===== config.mk =====
export PLATFORM = sky130hd
export DESIGN_NAME = step_pulse_gen
export DESIGN_NICKNAME = d
export VERILOG_FILES = /design/src/rtl/step_pkg.sv /design/src/rtl/debounce_filter.sv /design/src/rtl/step_pulse_gen.sv
export SDC_FILE = /design/constraint.sdc
export NUM_CORES = 1
export LEC_CHECK = 0
export CORE_UTILIZATION = 50
export CTS_CLUSTER_DIAMETER = 60
export DETAILED_ROUTE_END_ITERATION = 12
export PLACE_DENSITY_LB_ADDON = 0.1
export SYNTH_ARGS = -nofsm -noshare
export SYNTH_HDL_FRONTEND = slang
export SYNTH_SLANG_ARGS = --single-unit

===== constraint.sdc =====
create_clock -name clk_27 -period 7 [get_ports clk_27]
set_clock_uncertainty 0.2 [all_clocks]
set_input_delay 1.05 -clock clk_27 [delete_from_list [all_inputs] [get_ports clk_27]]
set_output_delay 1.05 -clock clk_27 [all_outputs]
set_load 0.01 [all_outputs]

===== src/rtl/step_pkg.sv =====
// Shared definitions for the step/run pulse generator: FSM state encodings
// and default timing constants for a 27 MHz board clock.
package step_pkg;

    typedef enum logic [1:0] {
        IDLE = 2'd0,
        RUN  = 2'd1,
        HALT = 2'd2
    } StepState;

    // 10 ms of stable button level, and a 10 Hz free-run rate, at 27 MHz
    localparam int DEF_DEBOUNCE_CYCLES = 270000;
    localparam int DEF_RUN_DIVIDE      = 2700000;

endpackage


===== src/rtl/debounce_filter.sv =====
// Two-flop synchroniser followed by a consecutive-cycle debounce filter for an
// active-low pushbutton; level_n only moves after the input has settled.
module debounce_filter
    import step_pkg::*;
#(
    parameter int DEBOUNCE_CYCLES = DEF_DEBOUNCE_CYCLES
) (
    input  logic clk_27,
    input  logic reset,
    input  logic raw_n,
    output logic level_n
);

    localparam int               CNT_W    = $clog2(DEBOUNCE_CYCLES + 1);
    localparam logic [CNT_W-1:0] CNT_LAST = CNT_W'(DEBOUNCE_CYCLES - 1);

    logic             r_sync1;
    logic             r_sync2;
    logic             r_level;
    logic [CNT_W-1:0] r_count;
    logic             w_differs;
    logic             w_settled;

    assign w_differs = (r_sync2 != r_level);
    assign w_settled = w_differs && (r_count == CNT_LAST);

    // Released button reads high, so the synchroniser presets to 1
    always_ff @(posedge clk_27) begin
        if (reset) begin
            r_sync1 <= 1'b1;
            r_sync2 <= 1'b1;
        end else begin
            r_sync1 <= raw_n;
            r_sync2 <= r_sync1;
        end
    end

    always_ff @(posedge clk_27) begin
        if (reset) begin
            r_level <= 1'b1;
            r_count <= '0;
        end else if (!w_differs) begin
            r_count <= '0;
        end else if (w_settled) begin
            r_level <= ~r_level;
            r_count <= '0;
        end else begin
            r_count <= r_count + CNT_W'(1);
        end
    end

    assign level_n = r_level;

endmodule


===== src/rtl/step_pulse_gen.sv =====
// Step/run pulse generator: turns a debounced pushbutton or a free-run switch
// into single-cycle step_en pulses for the processor, with a running count.
module step_pulse_gen
    import step_pkg::*;
#(
    parameter int DEBOUNCE_CYCLES = DEF_DEBOUNCE_CYCLES,
    parameter int RUN_DIVIDE      = DEF_RUN_DIVIDE
) (
    input  logic        clk_27,
    input  logic        reset,
    input  logic        pb_step_n,
    input  logic        run_mode,
    input  logic        hold,
    output logic        step_en,
    output logic [31:0] step_count,
    output logic        pb_level,
    output logic [1:0]  state
);

    localparam int               PRE_W    = $clog2(RUN_DIVIDE);
    localparam logic [PRE_W-1:0] PRE_LAST = PRE_W'(RUN_DIVIDE - 1);

    logic             w_pbLevel;
    logic             w_press;
    logic             r_pbPrev;
    logic             r_runSync1;
    logic             r_runSync2;
    StepState         r_state;
    StepState         w_stateNext;
    logic             r_stepEn;
    logic             w_stepEnNext;
    logic [PRE_W-1:0] r_prescale;
    logic [PRE_W-1:0] w_prescaleNext;
    logic [31:0]      r_stepCount;

    debounce_filter #(
        .DEBOUNCE_CYCLES(DEBOUNCE_CYCLES)
    ) u_pbFilter (
        .clk_27 (clk_27),
        .reset  (reset),
        .raw_n  (pb_step_n),
        .level_n(w_pbLevel)
    );

    // A press is the debounced level falling; releases are ignored
    assign w_press = r_pbPrev && !w_pbLevel;

    always_ff @(posedge clk_27) begin
        if (reset) begin
            r_runSync1 <= 1'b0;
            r_runSync2 <= 1'b0;
            r_pbPrev   <= 1'b1;
        end else begin
            r_runSync1 <= run_mode;
            r_runSync2 <= r_runSync1;
            r_pbPrev   <= w_pbLevel;
        end
    end

    // Priority in every state: hold, then mode change, then press/terminal
    always_comb begin
        w_stateNext    = r_state;
        w_stepEnNext   = 1'b0;
        w_prescaleNext = '0;
        unique case (r_state)
            IDLE: begin
                if (hold) begin
                    w_stateNext = HALT;
                end else if (r_runSync2) begin
                    w_stateNext = RUN;
                end else if (w_press) begin
                    w_stepEnNext = 1'b1;
                end
            end
            RUN: begin
                if (hold) begin
                    w_stateNext = HALT;
                end else if (!r_runSync2) begin
                    w_stateNext = IDLE;
                end else if (r_prescale == PRE_LAST) begin
                    w_stepEnNext = 1'b1;
                end else begin
                    w_prescaleNext = r_prescale + PRE_W'(1);
                end
            end
            HALT: begin
                if (w_press && !hold) begin
                    w_stateNext = IDLE;
                end
            end
            default: begin
                w_stateNext = IDLE;
            end
        endcase
    end

    always_ff @(posedge clk_27) begin
        if (reset) begin
            r_state     <= IDLE;
            r_stepEn    <= 1'b0;
            r_prescale  <= '0;
            r_stepCount <= '0;
        end else begin
            r_state    <= w_stateNext;
            r_stepEn   <= w_stepEnNext;
            r_prescale <= w_prescaleNext;
            if (w_stepEnNext) begin
                r_stepCount <= r_stepCount + 32'd1;
            end
        end
    end

    assign step_en    = r_stepEn;
    assign step_count = r_stepCount;
    assign pb_level   = w_pbLevel;
    assign state      = r_state;

endmodule

==> summary.md <==
| Metric | Value |
|---|---|
| Status | completed |
| Wire length per cell | 12.8 µm |
| CP Buf/Inv Count | 1 |
| Worst-Margin Slew | 0.849 ns |
| Netlist cell types | 43 |
| Die Span Y | 90.1 µm |
| Number of global-route vias before repair | 2849 |
| Met2 Wirelength | around 3600 µm |
| Via density | between 5 and 6 |
| Die span in x | 90.1 µm |
| DPL Wire Length | 5090 µm |
| # IOs | about 40 |
| Synth Warn # | 0 |
| Syn nets | 455 |
| Max Freq | between 0.2 and 0.3 GHz |
| Max Root-Sink Buffers | 2 |
| Crit path launch type | input port |
| Leak Pwr | between 0.0015 and 0.002 µW |
| Core Box Area | roughly 0.0074 mm² |
| Initial core utilization | 52.6% |
| Crit path cell chain | clkdlybuf4s50_1 > nor4bb_1 > and2_1 > a32oi_2 > nor4b_1 > mux2_2 |
| Cell row count | 31 |
| Mapped Cells | 447 |
| CTS tree | yes |
| Wire length of the first global-routing pass | about 13000 µm |
| Most frequent cells in the layout | 82 x dfxtp_1, 73 x nor2_1, 39 x clkdlybuf4s50_1, 34 x nor2b_1, 30 x nand2_1 |
| Rel. slew slack | 43.4% |
| Vias | 3054 |
| HP Start | u_pbFilter.r_sync1 |
| Post-CTS resize count | 0 |
| RSZ-0062 raised after global routing | false |
| Worst-path fanout max | 17 |
| NumNets Final | just under 500 |
| Postcts setup bufs | 0 |
| Sequential share of the synthesized area | 42.3% |
| Peak per-stage delay on the critical path | between 0.5 and 0.6 ns |
| Highest metal used | met4 |
| Clock Tree Root | clkbuf_8 |
| First-pass iteration count of the detailed router | 4 |
| Initial antenna violation count | 0 |
| Overall Power | 821 µW |
| Worst-path clk slew | about 0.080 ns |
| Setup TNS | 0 ns |
| PwrDens | roughly 180 mW/mm² |
| Ys async rst share | 0% |
| Slew Viols, Final | 0 |
| Max-Cap Viols | 0 |
| Met3 WL post-DR | 337 µm |
| Clock buffer count from CTS | 9 |
| Total Wirelength | 7460 µm |
| Slowest CP cell | nor4bb_1 |
| Most common cell after layout, fill and taps aside | dfxtp_1 |
| Post-synthesis register bit count | just over 80 |
| Avg Inst Size Synth | 8.67 µm² |
| Initial drt markers | 63 |
| Antenna fix cells | 0 |
| Tcrit/Tclk final | ~50% |
| Final hold vios | 0 |
| RePlAce Congestion | approximately 0.77 |
| Share of post-route cells with drive strength above 1 | 11.0% |
| Setup CP Type | input port to flip-flop |
| DRT met1 WL | 3440 µm |
| Port bufs | 40 |
| Reg2reg start | r_prescale[0] |
| Largest net degree at the start of global routing | 74 |
| Number of flops mapped to enable cells by yosys | 0 |
| Hold_buf cts | 0 |
| Fin crit period | between 3 and 4 ns |
| Peak VDD IR | 0.0926 mV |
| Worst setup EP type | flip-flop |
| Top_reg_cell synth | dfxtp_1 |
| Final number of setup-violating endpoints | 0 |
| Area delta synth->final | 16.4% |
| Die area | 0.00811 mm² |
| Final ANT Viol Nets | 0 |
| Worst-skew pair later-pin latency | 0.35 ns |
| Cell family with most CP delay | simple AND/OR/NAND/NOR gates |
| Hold Path Class | flip-flop to flip-flop |
| GRT Util Overall | 19.4% |
| Critical path data arrival time | 3.46 ns |
| CP required | 7.04 ns |
| Congestion Overflow GR | 0 |
| Sink Count | 82 |
| Core Util, Final | 61.3% |
| Mapped Area | about 0.0039 mm² |
| Critical path origin | hold |
| Drc violations | 0 |
| CTS H-tree depth | 3 |
==> path summary, 6_finish.rpt <==
check	endpoint	slack, ns	depth (start not counted)
worst max register to register	step_count[16]	4.23	6
worst max-delay path	step_count[16]	3.58	6
worst min-delay path	u_pbFilter.r_sync2	0.22	1
worst min register to register	u_pbFilter.r_sync2	0.22	1
==> cell families after synthesis <==
| family | after synthesis | synth area share [%] |
|---|---|---|
| adder cells (fa/ha/maj) | 3 | 0.968 |
| XOR/XNOR | 39 | 8.81 |
| AO/OA/AOI/OAI | 15 | 2.65 |
| flip-flops | 82 | 42.3 |
| buffers and inverters | 32 | 3.36 |
| multiplexers | 22 | 6.36 |
| AND/OR/NAND/NOR | 254 | 35.5 |
==> final cells by class <==
| cell class | count | area (µm²) |
|---|---|---|
| Clock buffer | 11 | 151 |
| Clock inverter | 3 | 40.0 |
| Fill cell | 655 | 2860 |
| Inverter | 11 | 41.3 |
| Multi-Input combinational cell | 333 | 2110 |
| Sequential cell | 82 | 1640 |
| Tap cell | 99 | 124 |
| Timing Repair Buffer | 42 | 410 |
==> state kept, by name, summed over array words and instances, names as in the netlist <==
signal / flops
r_pbPrev: 1
u_pbFilter.level_n: 1
step_count: 32
r_prescale: 22
u_pbFilter.r_count: 19
state: 2
u_pbFilter.r_sync2: 1
r_runSync1: 1
step_en: 1
r_runSync2: 1
u_pbFilter.r_sync1: 1
==> synth_stat cells, drive strengths merged (5+ instances only) <==
| master | count | share of area, % |
|---|---|---|
| nor3b | 5 | 1.1 |
| nand2 | 30 | 2.9 |
| o21ai | 8 | 1.0 |
| xor2 | 14 | 3.2 |
| nor2b | 34 | 5.5 |
| nand4 | 16 | 2.9 |
| or2 | 9 | 1.5 |
| nor2 | 74 | 7.2 |
| xnor2 | 25 | 5.6 |
| nor3 | 22 | 2.8 |
| dfxtp | 82 | 42 |
| clkbuf | 16 | 1.5 |
| inv | 11 | 1.1 |
| or4 | 12 | 2.3 |
| nor4 | 5 | 1.2 |
| nand3 | 19 | 2.5 |
| and3 | 5 | 0.81 |
| mux2 | 21 | 6.1 |
| nor4b | 6 | 1.4 |
| buf | 5 | 0.74 |
==> metrics by stage <==
step | setup slack, ns | hold WS [ns] | area [µm²] | cells
3_3_place_gp | 3.38 | 0.206 | 4320 | 567
3_5_place_dp | 3.29 | 0.206 | 4320 | 567
4_1_cts | 3.66 | 0.221 | 4510 | 581
5_1_grt | 3.42 | 0.250 | 4510 | 581
2_1_floorplan | 4.14 | 0.189 | 3880 | 447
6_report | 3.58 | 0.221 | 4510 | 581
==> power breakdown <==
part / internal [µW] / switching (µW) / total [µW]
Combinational: 5.76 / 9.33 / 15.1
Sequential: 468 / 1.23 / 469
Clock: 179 / 157 / 337
==> per-layer routing <==
| layer | vias up | GRT usage (%) |
|---|---|---|
| met2 | 44 | 32.8 |
| met3 | 9 | 7.28 |
| met1 | 1414 | 22.6 |
| li1 | 1587 | - |
| met4 | 0 | 6.18 |
| met5 | - | 0 |
Power figures use the tool's default switching activity.
